$ cat config.mk
export PLATFORM = sky130hd
export DESIGN_NAME = bcd_timekeeper
export DESIGN_NICKNAME = d
export VERILOG_FILES = /design/src/rtl/bcd_timekeeper.sv
export SDC_FILE = /design/constraint.sdc
export NUM_CORES = 1
export LEC_CHECK = 0
export BUFFER_PORTS_ARGS = -buffer_cell sky130_fd_sc_hd__buf_2
export CAP_MARGIN = 40
export CORE_MARGIN = 2
export CORE_UTILIZATION = 46
export CTS_CLUSTER_SIZE = 14
export DETAILED_ROUTE_END_ITERATION = 16
export PLACE_DENSITY_LB_ADDON = 0.1
export SYNTH_ARGS = -nofsm -noshare
export SYNTH_HDL_FRONTEND = slang
export SYNTH_SLANG_ARGS = --single-unit
$ cat constraint.sdc
create_clock -name clk_i -period 1.7 [get_ports clk_i]
set_input_delay 0.17 -clock clk_i [delete_from_list [all_inputs] [get_ports clk_i]]
set_output_delay 0.17 -clock clk_i [all_outputs]
set_load 0.01 [all_outputs]
$ cat src/rtl/bcd_timekeeper.sv
// BCD HH:MM:SS time-of-day counter with range-checked load,
// 12-hour display view and minute/day carry pulses.
module bcd_timekeeper #(
  parameter bit         HAS_12H    = 1'b1,
  parameter logic [7:0] RESET_HOUR = 8'h00,
  parameter logic [7:0] RESET_MIN  = 8'h00,
  parameter logic [7:0] RESET_SEC  = 8'h00
) (
  input  logic       clk_i,
  input  logic       rst_i,
  input  logic       inc_i,
  input  logic       load_i,
  input  logic [1:0] hour_h_load_i,
  input  logic [3:0] hour_l_load_i,
  input  logic [2:0] minute_h_load_i,
  input  logic [3:0] minute_l_load_i,
  input  logic [2:0] second_h_load_i,
  input  logic [3:0] second_l_load_i,
  input  logic       mode_12h_i,
  output logic [1:0] hour_h_o,
  output logic [3:0] hour_l_o,
  output logic [2:0] minute_h_o,
  output logic [3:0] minute_l_o,
  output logic [2:0] second_h_o,
  output logic [3:0] second_l_o,
  output logic [1:0] disp_hour_h_o,
  output logic [3:0] disp_hour_l_o,
  output logic       pm_o,
  output logic       min_tick_o,
  output logic       day_ovf_o,
  output logic       load_err_o,
  output logic       valid_o
);

  logic [1:0] hour_h;
  logic [3:0] hour_l;
  logic [2:0] min_h;
  logic [3:0] min_l;
  logic [2:0] sec_h;
  logic [3:0] sec_l;

  logic [1:0] nxt_hour_h;
  logic [3:0] nxt_hour_l;
  logic [2:0] nxt_min_h;
  logic [3:0] nxt_min_l;
  logic [2:0] nxt_sec_h;
  logic [3:0] nxt_sec_l;

  logic sec_l_c;
  logic sec_c;
  logic min_l_c;
  logic min_c;
  logic day_c;
  logic load_ok;

  logic min_tick;
  logic day_ovf;
  logic load_err;
  logic valid;

  // Whole carry chain resolved in one cycle from the current digits.
  always_comb begin
    sec_l_c = (sec_l == 4'd9);
    sec_c   = sec_l_c && (sec_h == 3'd5);
    min_l_c = sec_c && (min_l == 4'd9);
    min_c   = min_l_c && (min_h == 3'd5);
    day_c   = min_c && (hour_h == 2'd2) && (hour_l == 4'd3);

    nxt_sec_l = sec_l_c ? 4'd0 : sec_l + 4'd1;

    nxt_sec_h = sec_h;
    if (sec_c)
      nxt_sec_h = 3'd0;
    else if (sec_l_c)
      nxt_sec_h = sec_h + 3'd1;

    nxt_min_l = min_l;
    if (min_l_c)
      nxt_min_l = 4'd0;
    else if (sec_c)
      nxt_min_l = min_l + 4'd1;

    nxt_min_h = min_h;
    if (min_c)
      nxt_min_h = 3'd0;
    else if (min_l_c)
      nxt_min_h = min_h + 3'd1;

    nxt_hour_h = hour_h;
    nxt_hour_l = hour_l;
    if (day_c) begin
      nxt_hour_h = 2'd0;
      nxt_hour_l = 4'd0;
    end else if (min_c) begin
      if (hour_l == 4'd9) begin
        nxt_hour_h = hour_h + 2'd1;
        nxt_hour_l = 4'd0;
      end else begin
        nxt_hour_l = hour_l + 4'd1;
      end
    end
  end

  // Load is accepted only when every digit and the full hour are legal.
  always_comb begin
    load_ok = (hour_h_load_i <= 2'd2)
           && (hour_l_load_i <= 4'd9)
           && !((hour_h_load_i == 2'd2) && (hour_l_load_i > 4'd3))
           && (minute_h_load_i <= 3'd5)
           && (minute_l_load_i <= 4'd9)
           && (second_h_load_i <= 3'd5)
           && (second_l_load_i <= 4'd9);
  end

  // Time state, pulses and sticky valid; load takes priority over inc.
  always_ff @(posedge clk_i) begin
    if (rst_i) begin
      hour_h   <= RESET_HOUR[5:4];
      hour_l   <= RESET_HOUR[3:0];
      min_h    <= RESET_MIN[6:4];
      min_l    <= RESET_MIN[3:0];
      sec_h    <= RESET_SEC[6:4];
      sec_l    <= RESET_SEC[3:0];
      min_tick <= 1'b0;
      day_ovf  <= 1'b0;
      load_err <= 1'b0;
      valid    <= 1'b0;
    end else begin
      min_tick <= 1'b0;
      day_ovf  <= 1'b0;
      load_err <= 1'b0;
      if (load_i) begin
        if (load_ok) begin
          hour_h <= hour_h_load_i;
          hour_l <= hour_l_load_i;
          min_h  <= minute_h_load_i;
          min_l  <= minute_l_load_i;
          sec_h  <= second_h_load_i;
          sec_l  <= second_l_load_i;
          valid  <= 1'b1;
        end else begin
          load_err <= 1'b1;
        end
      end else if (inc_i) begin
        hour_h   <= nxt_hour_h;
        hour_l   <= nxt_hour_l;
        min_h    <= nxt_min_h;
        min_l    <= nxt_min_l;
        sec_h    <= nxt_sec_h;
        sec_l    <= nxt_sec_l;
        min_tick <= sec_c;
        day_ovf  <= day_c;
      end
    end
  end

  // 12-hour display view derived from the 24-hour state.
  always_comb begin
    disp_hour_h_o = hour_h;
    disp_hour_l_o = hour_l;
    pm_o          = 1'b0;
    if (HAS_12H) begin
      pm_o = (hour_h == 2'd2)
          || ((hour_h == 2'd1) && (hour_l >= 4'd2));
      if (mode_12h_i) begin
        if ((hour_h == 2'd0) && (hour_l == 4'd0)) begin
          disp_hour_h_o = 2'd1;
          disp_hour_l_o = 4'd2;
        end else if ((hour_h == 2'd1) && (hour_l >= 4'd3)) begin
          disp_hour_h_o = 2'd0;
          disp_hour_l_o = hour_l - 4'd2;
        end else if ((hour_h == 2'd2) && (hour_l <= 4'd1)) begin
          disp_hour_h_o = 2'd0;
          disp_hour_l_o = hour_l + 4'd8;
        end else if (hour_h == 2'd2) begin
          disp_hour_h_o = 2'd1;
          disp_hour_l_o = hour_l - 4'd2;
        end
      end
    end
  end

  assign hour_h_o   = hour_h;
  assign hour_l_o   = hour_l;
  assign minute_h_o = min_h;
  assign minute_l_o = min_l;
  assign second_h_o = sec_h;
  assign second_l_o = sec_l;
  assign min_tick_o = min_tick;
  assign day_ovf_o  = day_ovf;
  assign load_err_o = load_err;
  assign valid_o    = valid;

endmodule

==> impl_metrics.ini <==
[run_status]
run_status = finished with violations
violations = negative setup slack

[logic_synthesis]
synthDistinctLibCells = 52
syn_nets = 257
netlist.area_leader.share = 0.283
async_flop_share = 0
synth_top_area_cell = dfxtp_1
ys_seq_area_frac = 0.283
ys.flop_type = dfxtp_1
ys_seq_elements = 24
ys_warn_count = 0
synth_area_leaders = dfxtp_1 28%, ha_1 8.8%, nand2_1 6.6%
synthCells = 220
synth_most_common_cell = nand2_1
syn_area_um2 = 1700
synth_edf_count = 0
syn_avg_cell_area_um2 = 7.73
synth_commonest_cells = 30 x nand2_1, 24 x dfxtp_1, 18 x nor2_1

[clock_tree]
cts_made_buffers = 3
clk_latency_ns = 0.27
cts_tree = done
clkSlewWorstSetupHoldPaths_ns = 0.08
clkSinkCount = 24
clock_path_buffers = 2
htree_levels = 1
clockRootBuffer = clkbuf_8

[die]
ios = 56
design.core.area_um2 = 3610
dieArea_um2 = 4200
num_rows = 22
die_w_um = 64.8
start_util = 0.472
die_h_um = 64.8

[sta]
slew_violations = 0
worst_pin_slew_ns = 0.565
period_needed_ns = 1.73
rsz0062_at_grt = yes
setup_viol_count_final = 2
slew_headroom = 0.623
fin_crit_sh = 1.01
fmax_mhz = 580
fin_hold_ws_ns = 0.185
fin_worst_skew_ns = 0.00819
finalHoldViolations = 0
setup_ws_ns = -0.0253
tns_ns = -0.0464

[route]
wl_per_cell_um = 13.7
drtPass1Iterations = 4
final_antenna_net_count = 0
drt_iter0_drc = 120
routed_via_density = 5.52
route.detailed.drc = 0
routed_wirelength_um = 4790
num_vias = 1927

[setup_path]
max_stage_delay_ns = 0.33
reg2reg_slack_ns = 0.05
worstSetupPathType = reg -> out
worstSetupEndpointType = output port
worstPathRequired_ns = 1.53
path_cells = inv_2 > ha_4 > a21boi_4 > a21oi_2 > a21bo_2 > o21ai_1 > buf_2
crit_fanout = 4
slowest_stage = dfxtp_2
critical_path_arrival_ns = 1.56
cp.buffers_inverters = 2
start_kind = register
crit_family = compound AO/OA/AOI/OAI gates

[global_route]
gr-total-overflow = 0
grt_pass1_wl_um = 7970
grt_pass1_vias = 1763
grtUsageTotal = 0.233
grt_max_degree = 30
antenna_found_initial = 0

[placed_design]
pre_cts_ws_ns = -0.00626
dpl.cell_count = 340
numPortBuffers = 55
dp_hpwl_um = 3500
gp_congestion = 0.826

[pwr]
ir_worst_vdd_mv = 0.387
power_density_nw_per_um2 = 495
p_leak_uw = 0.00108

[job]
max_cap_viol_count = 0

[layout]
syn_to_final_growth_pct = 42.8
layout.cells.non_filler = 349
n_antenna_cell = 0
drive_above_1_share = 0.432
nets = 339

[min_path]
hold_path_class = in -> reg
## final timing paths
kind / cells past startpoint / to / startpoint
min reg2reg: 2 / valid_o / valid_o
min: 3 / second_l_o[0] / second_l_load_i[0]
max reg2reg: 6 / hour_h_o[0] / second_l_o[1]
max: 7 / disp_hour_l_o[1] / hour_h_o[1]
## worst register-to-register path, cell delays in order (launching register included)
cell	delay, ns
dfxtp_2	0.33
nand4bb_4	0.26
nor4_4	0.32
buf_6	0.18
nand2_4	0.07
a22o_4	0.29
mux2i_1	0.11
## layout by cell type (no fill, tap or decap), types with 6 or more instances in the layout
cell / instances
buf_2: 55
buf_4: 29
dfxtp_2: 9
nand2_1: 28
nor2_1: 17
a211oi_1: 6
dfxtp_1: 13
a21oi_1: 12
ha_1: 7
o21ai_0: 12
nor3_1: 12
## cell families (layout without fill, tap and decap cells)
family,count (synthesis),count (layout),share of synthesized area
AO/OA/AOI/OAI,71,71,0.286
XOR/XNOR,2,2,0.0103
adder cells (fa/ha/maj),12,12,0.0883
buffers and inverters,21,102,0.0464
flip-flops,24,24,0.283
multiplexers,3,3,0.0184
AND/OR/NAND/NOR,87,87,0.268
## final cells by class
class                      count  area, um2
multi-input combinational    175       1260
fill                         325       1180
timing repair buffer          87        527
sequential                    24        499
tap                           48       60.1
clock buffer                   4       45.0
inverter                      11       41.3
## flip-flops by register name (all words and copies together), names as in the netlist
signal      count
day_ovf_o       1
hour_h_o        2
hour_l_o        4
load_err_o      1
min_tick_o      1
minute_h_o      3
minute_l_o      4
second_h_o      3
second_l_o      4
valid_o         1
## power breakdown
group / leakage [uW] / internal, uW / switching, uW
clock network: 0.0000228 / 167 / 176
registers: 0.000200 / 577 / 12.9
logic: 0.000861 / 119 / 151
## what timing repair did
action	CTS	global route
hold buffers	0	0
setup endpoints to repair	5	16
pin swaps	2	5
buffers inserted	2	3
gates resized for setup	24	14
## stage by stage
stage	power [uW]	util	area (um2)
4_1_cts	1200	0.653	2360
2_1_floorplan	743	-	1720
3_3_place_gp	853	0.614	2210
3_5_place_dp	855	0.614	2210
6_report	1200	0.673	2430
5_1_grt	1270	0.673	2430
## layer usage
| metal | part of all wire | GRT usage |
|---|---|---|
| met1 | 0.45 | 0.307 |
| met2 | 0.48 | 0.394 |
| met3 | 0.048 | 0.0382 |
| met4 | 0.014 | 0.0612 |
| met5 | 0 | 0 |
No activity file was read; power rests on OpenSTA's default activity.
